[config.mk]
export PLATFORM = sky130hd
export DESIGN_NAME = cpsr_flagunit
export DESIGN_NICKNAME = d
export VERILOG_FILES = /design/src/rtl/cpsr_flagunit_pkg.sv /design/src/rtl/cpsr_flagunit_flag_compute.sv /design/src/rtl/cpsr_flagunit.sv
export SDC_FILE = /design/constraint.sdc
export NUM_CORES = 1
export LEC_CHECK = 0
export CELL_PAD_IN_SITES_DETAIL_PLACEMENT = 1
export CELL_PAD_IN_SITES_GLOBAL_PLACEMENT = 2
export CORE_ASPECT_RATIO = 0.6
export CORE_MARGIN = 3
export CORE_UTILIZATION = 14
export DETAILED_ROUTE_END_ITERATION = 10
export PLACE_DENSITY = 0.91
export SYNTH_ARGS = -nofsm -noshare
export SYNTH_HDL_FRONTEND = slang
export SYNTH_SLANG_ARGS = --single-unit
[constraint.sdc]
create_clock -name clk -period 3.9 [get_ports clk]
set_input_delay 0.39 -clock clk [delete_from_list [all_inputs] [get_ports clk]]
set_output_delay 0.39 -clock clk [all_outputs]
set_load 0.01 [all_outputs]
[src/rtl/cpsr_flagunit_pkg.sv]
// rtl/cpsr_flagunit_pkg.sv - flag-vector layout and update-action decode shared by the CPSR flag unit.
package cpsr_flagunit_pkg;

    // Flag vector layout, shared with the condition checker: {N, Z, C, V}.
    localparam int FLAGSW = 4;
    localparam int N_I    = 3;
    localparam int Z_I    = 2;
    localparam int C_I    = 1;
    localparam int V_I    = 0;

    typedef struct packed {
        logic n;
        logic z;
        logic c;
        logic v;
    } nzcv_t;

    // What the flag registers do on the next edge, reset aside.
    typedef enum logic [1:0] {
        ACT_HOLD    = 2'd0,
        ACT_MSR     = 2'd1,
        ACT_FLUSH   = 2'd2,
        ACT_ADVANCE = 2'd3
    } flag_action_e;

    // Stall freezes everything; a direct MSR write beats a flush, which beats normal advance.
    function automatic flag_action_e decode_action(input logic stall,
                                                   input logic msr_write,
                                                   input logic flush);
        flag_action_e act;
        if (stall) begin
            act = ACT_HOLD;
        end else if (msr_write) begin
            act = ACT_MSR;
        end else if (flush) begin
            act = ACT_FLUSH;
        end else begin
            act = ACT_ADVANCE;
        end
        return act;
    endfunction

endpackage

[src/rtl/cpsr_flagunit_flag_compute.sv]
// rtl/cpsr_flagunit_flag_compute.sv - combinational NZCV from an ALU result, carry/overflow and the prior V.
module cpsr_flagunit_flag_compute
    import cpsr_flagunit_pkg::*;
#(
    parameter int DATAW = 32
) (
    input  logic [DATAW-1:0]  i_result,
    input  logic              i_carry,
    input  logic              i_overflow,
    input  logic              i_shift_carry,
    input  logic              i_arith,
    input  logic              i_prior_v,
    output logic [FLAGSW-1:0] o_flags
);

    nzcv_t w_flags;

    // Logical ops take C from the shifter and leave V untouched.
    always_comb begin
        w_flags   = '0;
        w_flags.n = i_result[DATAW-1];
        w_flags.z = (i_result == '0);
        w_flags.c = i_arith ? i_carry    : i_shift_carry;
        w_flags.v = i_arith ? i_overflow : i_prior_v;
    end

    assign o_flags = w_flags;

endmodule

[src/rtl/cpsr_flagunit.sv]
// rtl/cpsr_flagunit.sv - CPSR flag producer: pending (execute) and architectural (writeback) NZCV registers.
// Optional FLAG_FORWARD_EN: forward the pending flags to cpsrout instead of raising flagbusyout.
module cpsr_flagunit
    import cpsr_flagunit_pkg::*;
#(
    parameter int                DATAW     = 32,
    parameter logic [FLAGSW-1:0] RESETNZCV = 4'b0000
) (
    input  logic              clk,
    input  logic              reset,
    input  logic [DATAW-1:0]  aluresultin,
    input  logic              alucarryin,
    input  logic              aluoverflowin,
    input  logic              shiftcarryin,
    input  logic              arithin,
    input  logic              setflagsin,
    input  logic              validin,
    input  logic              shouldexecin,
    input  logic              msrwritein,
    input  logic [FLAGSW-1:0] msrdatain,
    input  logic              stallin,
    input  logic              flushin,
    output logic [FLAGSW-1:0] cpsrout,
    output logic              flagbusyout
);

    logic [FLAGSW-1:0] r_arch;
    logic [FLAGSW-1:0] r_pend;
    logic              r_pend_valid;

    logic              w_upd;
    logic              w_prior_v;
    logic [FLAGSW-1:0] w_computed;
    flag_action_e      w_action;

    assign w_upd    = validin & shouldexecin & setflagsin & ~stallin;
    assign w_action = decode_action(stallin, msrwritein, flushin);

    // A logical op must see the newest V, which may still be sitting in the pending register.
    assign w_prior_v = r_pend_valid ? r_pend[V_I] : r_arch[V_I];

    cpsr_flagunit_flag_compute #(
        .DATAW (DATAW)
    ) u_flag_compute (
        .i_result      (aluresultin),
        .i_carry       (alucarryin),
        .i_overflow    (aluoverflowin),
        .i_shift_carry (shiftcarryin),
        .i_arith       (arithin),
        .i_prior_v     (w_prior_v),
        .o_flags       (w_computed)
    );

    always_ff @(posedge clk) begin
        if (reset) begin
            r_arch       <= RESETNZCV;
            r_pend       <= '0;
            r_pend_valid <= 1'b0;
        end else begin
            case (w_action)
                ACT_MSR: begin
                    r_arch       <= msrdatain;
                    r_pend_valid <= 1'b0;
                end
                ACT_FLUSH: begin
                    r_pend_valid <= 1'b0;
                end
                ACT_ADVANCE: begin
                    // Back-to-back updates retire the old pending value while capturing the new one.
                    if (r_pend_valid) begin
                        r_arch <= r_pend;
                    end
                    if (w_upd) begin
                        r_pend <= w_computed;
                    end
                    r_pend_valid <= w_upd;
                end
                default: begin
                end
            endcase
        end
    end

`ifdef FLAG_FORWARD_EN
    assign cpsrout     = r_pend_valid ? r_pend : r_arch;
    assign flagbusyout = 1'b0;
`else
    assign cpsrout     = r_arch;
    assign flagbusyout = r_pend_valid;
`endif

endmodule

==> out/qor.csv <==
metric;value;unit
status;complete, no violations;
post-layout util;32.98;%
Sequential Power Share;34.7;%
initial antenna violation count;0;
WL final;2183;µm
RSZ-0062 raised after global routing;no;
Syn Area/Cell;8.963;µm²
worst min path class;register to register;
Mapped Area;493.0;µm²
Vias;656;
Post-synth ARST share;0;%
Area contributors post-synth;dfxtp_1 37%, mux2i_1 10%, o32a_1 8.1%;
vias in the first global route;688;
Hold Startpoint;r_pend[3];
Initial DRT Pass Iterations;4;
Die W;82.61;µm
area leader, netlist;dfxtp_1;
number of DRC markers in iteration 0;59;
Layout Nets;158;
Hold Vio Cnt, Final;0;
VDD IR max;91.56;µV
Max Cap Viol;0;
WHS Path Cells;2;
Post-synth top cells;9 x dfxtp_1, 6 x nor4_1, 5 x mux2i_1, 5 x nor2_1;
yosys warns;0;
#FFs+latches synth;9;
H-tree depth;1;
post-route clock period utilization;49.63;%
RR Endpoint;cpsrout[2];
Skew-Pair Late Insertion Delay;240;ps
die height;51.97;µm
RePlAce Congestion;0.7724;
startpoint types;input pin;
total track usage;11.20;%
Logic pwr share;26.0;%
Post-synth EDFFs;0;
power density over the cells;253.2;nW/µm²
FMAX;516.6;MHz
R2R depth;4;
switching share of power;21.28;%
n_diodes;0;
row count;16;
hold_buf cts;0;
die area;4293;µm²
CTS tree;yes;
IO buf count;52;
clk slew on worst S/H paths;40;ps
post-CTS setup buffer count;0;
setup violators final;0;
Pins Over Slew Limit;0;
Pint;0.2185;mW
Placeable Area;3323;µm²
Mapped Cells;55;
area delta synth->final;122.3;%
Rel. slew slack;64.23;%
maximum fanout along the worst path;10;
Worst Clk Skew;5.927;ps
worst setup path class;input pin to register;
global-route wire length before repair;3456;µm
dpl hpwl;1899;µm
Distinct cells, synth;20;
cts repair resizes;0;
Initial Util;14.83;%
Fin Setup TNS;0;ps
Static Leak;0.3644;nW
Net Count, Synth;103;
Tmin final;1936;ps
hold worst-path end;r_pend[3];
CTS sink cnt;9;
clk root buf;clkbuf_8;
share of the synthesized area in the top cell type;36.55;%
I/O pins;53;
clock share of power;39.3;%
layout cell share with drive strength beyond 1;3.670;%
worst slew pin tran;536.5;ps
Critical R2R Launch;flagbusyout;
register-to-register setup slack;2530;ps
CTS Buf Count;3;
Max clock buf depth;2;
Main synth FF type;dfxtp_1;
# DRC;0;
global route total overflow;0;
Routed Antenna Nets;0;
worst path arrival time;2080;ps
Critical Path RT;4040;ps
Switch Pwr;0.05906;mW
vias per cell;4.260;
most common cell in the synthesized netlist;dfxtp_1;
sequential area share after synthesis;36.55;%
Setup crit end kind;register;
wire per inst;14.18;µm
pin count of the biggest net entering global routing;11;
[sequential cells by signal (all words and copies together) (netlist names)]
register and count:
cpsrout 4, r_pend 4, flagbusyout 1
[logic make-up (layout without fill, tap and decap cells)]
group                  after synthesis  after routing  share of synthesized area, %
multiplexers                         5              5                         10.15
buffers and inverters                3             57                         4.568
AO/OA/AOI/OAI                       12             12                         18.27
flip-flops                           9              9                         36.55
AND/OR/NAND/NOR                     26             26                         30.46
[worst max path at each step]
stage               slack [ps]  cells past startpoint   endpoint            from
global route              1720                      5  r_pend[2]           reset
global placement          1830                      5  r_pend[2]           reset
floorplan                 2370                      3  r_pend[2]  aluresultin[7]
detailed placement        1720                      5  r_pend[2]           reset
CTS                       1950                      5  r_pend[2]           reset
finish                    1960                      5  r_pend[2]           reset
[cell usage in the layout (no fill, tap or decap)]
| cell type | instances |
|---|---|
| clkdlybuf4s50_1 | 52 |
| dfxtp_1 | 9 |
| nor4_1 | 6 |
| mux2i_1 | 5 |
| nor2_1 | 5 |
| o32a_1 | 4 |
| a21oi_1 | 4 |
| nand2b_1 | 3 |
| nand2_1 | 3 |
| clkbuf_8 | 3 |
| nand4_1 | 2 |
| or4_1 | 2 |
| o31ai_1 | 2 |
| a211oi_1 | 2 |
| nor3_2 | 1 |
| nor3_1 | 1 |
| nand3_1 | 1 |
| nand3b_1 | 1 |
| and4_1 | 1 |
| inv_1 | 1 |
| clkbuf_1 | 1 |
[layout make-up]
cell class,instances,area [µm²]
multi-input combinational,43,290.3
fill,395,2227
tap,45,56.30
clock buffer,4,45.04
inverter,1,3.754
sequential,9,180.2
timing repair buffer,52,520.5
[power by group through the flow]
stage               clock network [mW]  registers [mW]  logic [mW]
finish                           0.109          0.0964      0.0721
global route                     0.121          0.0965      0.0773
CTS                              0.113          0.0965      0.0726
detailed placement                   0          0.0981      0.0721
global placement                     0          0.0980      0.0712
floorplan                            0          0.0984      0.0154
[per-layer routing]
metal / share of wire [%] / track usage (%) / up-vias
met4: 1.1 / 4.891 / 0
li1: - / - / 326
met1: 43 / 13.06 / 310
met5: 0 / 0 / -
met3: 4.3 / 2.941 / 3
met2: 52 / 19.28 / 17
[worst max-delay path, cell delays in order]
cell and delay [ps]:
clkdlybuf4s50_1 590, nor4_1 280, nand4_1 120, or4_1 480
o31ai_1 210
[stage by stage]
step | std cells | total power, mW | hold slack (ps) | worst slack [ps] | cell area (µm²)
after floorplan | 55 | 0.1138 | 433.5 | 2372 | 493.0
after global placement | 150 | 0.1692 | 455.1 | 1831 | 1051
after detailed placement | 150 | 0.1702 | 458.7 | 1718 | 1051
after CTS | 154 | 0.2825 | 464.7 | 1951 | 1096
after global routing | 154 | 0.2944 | 514.4 | 1718 | 1096
final | 154 | 0.2775 | 460.9 | 1964 | 1096
Power figures use the tool's default switching activity.
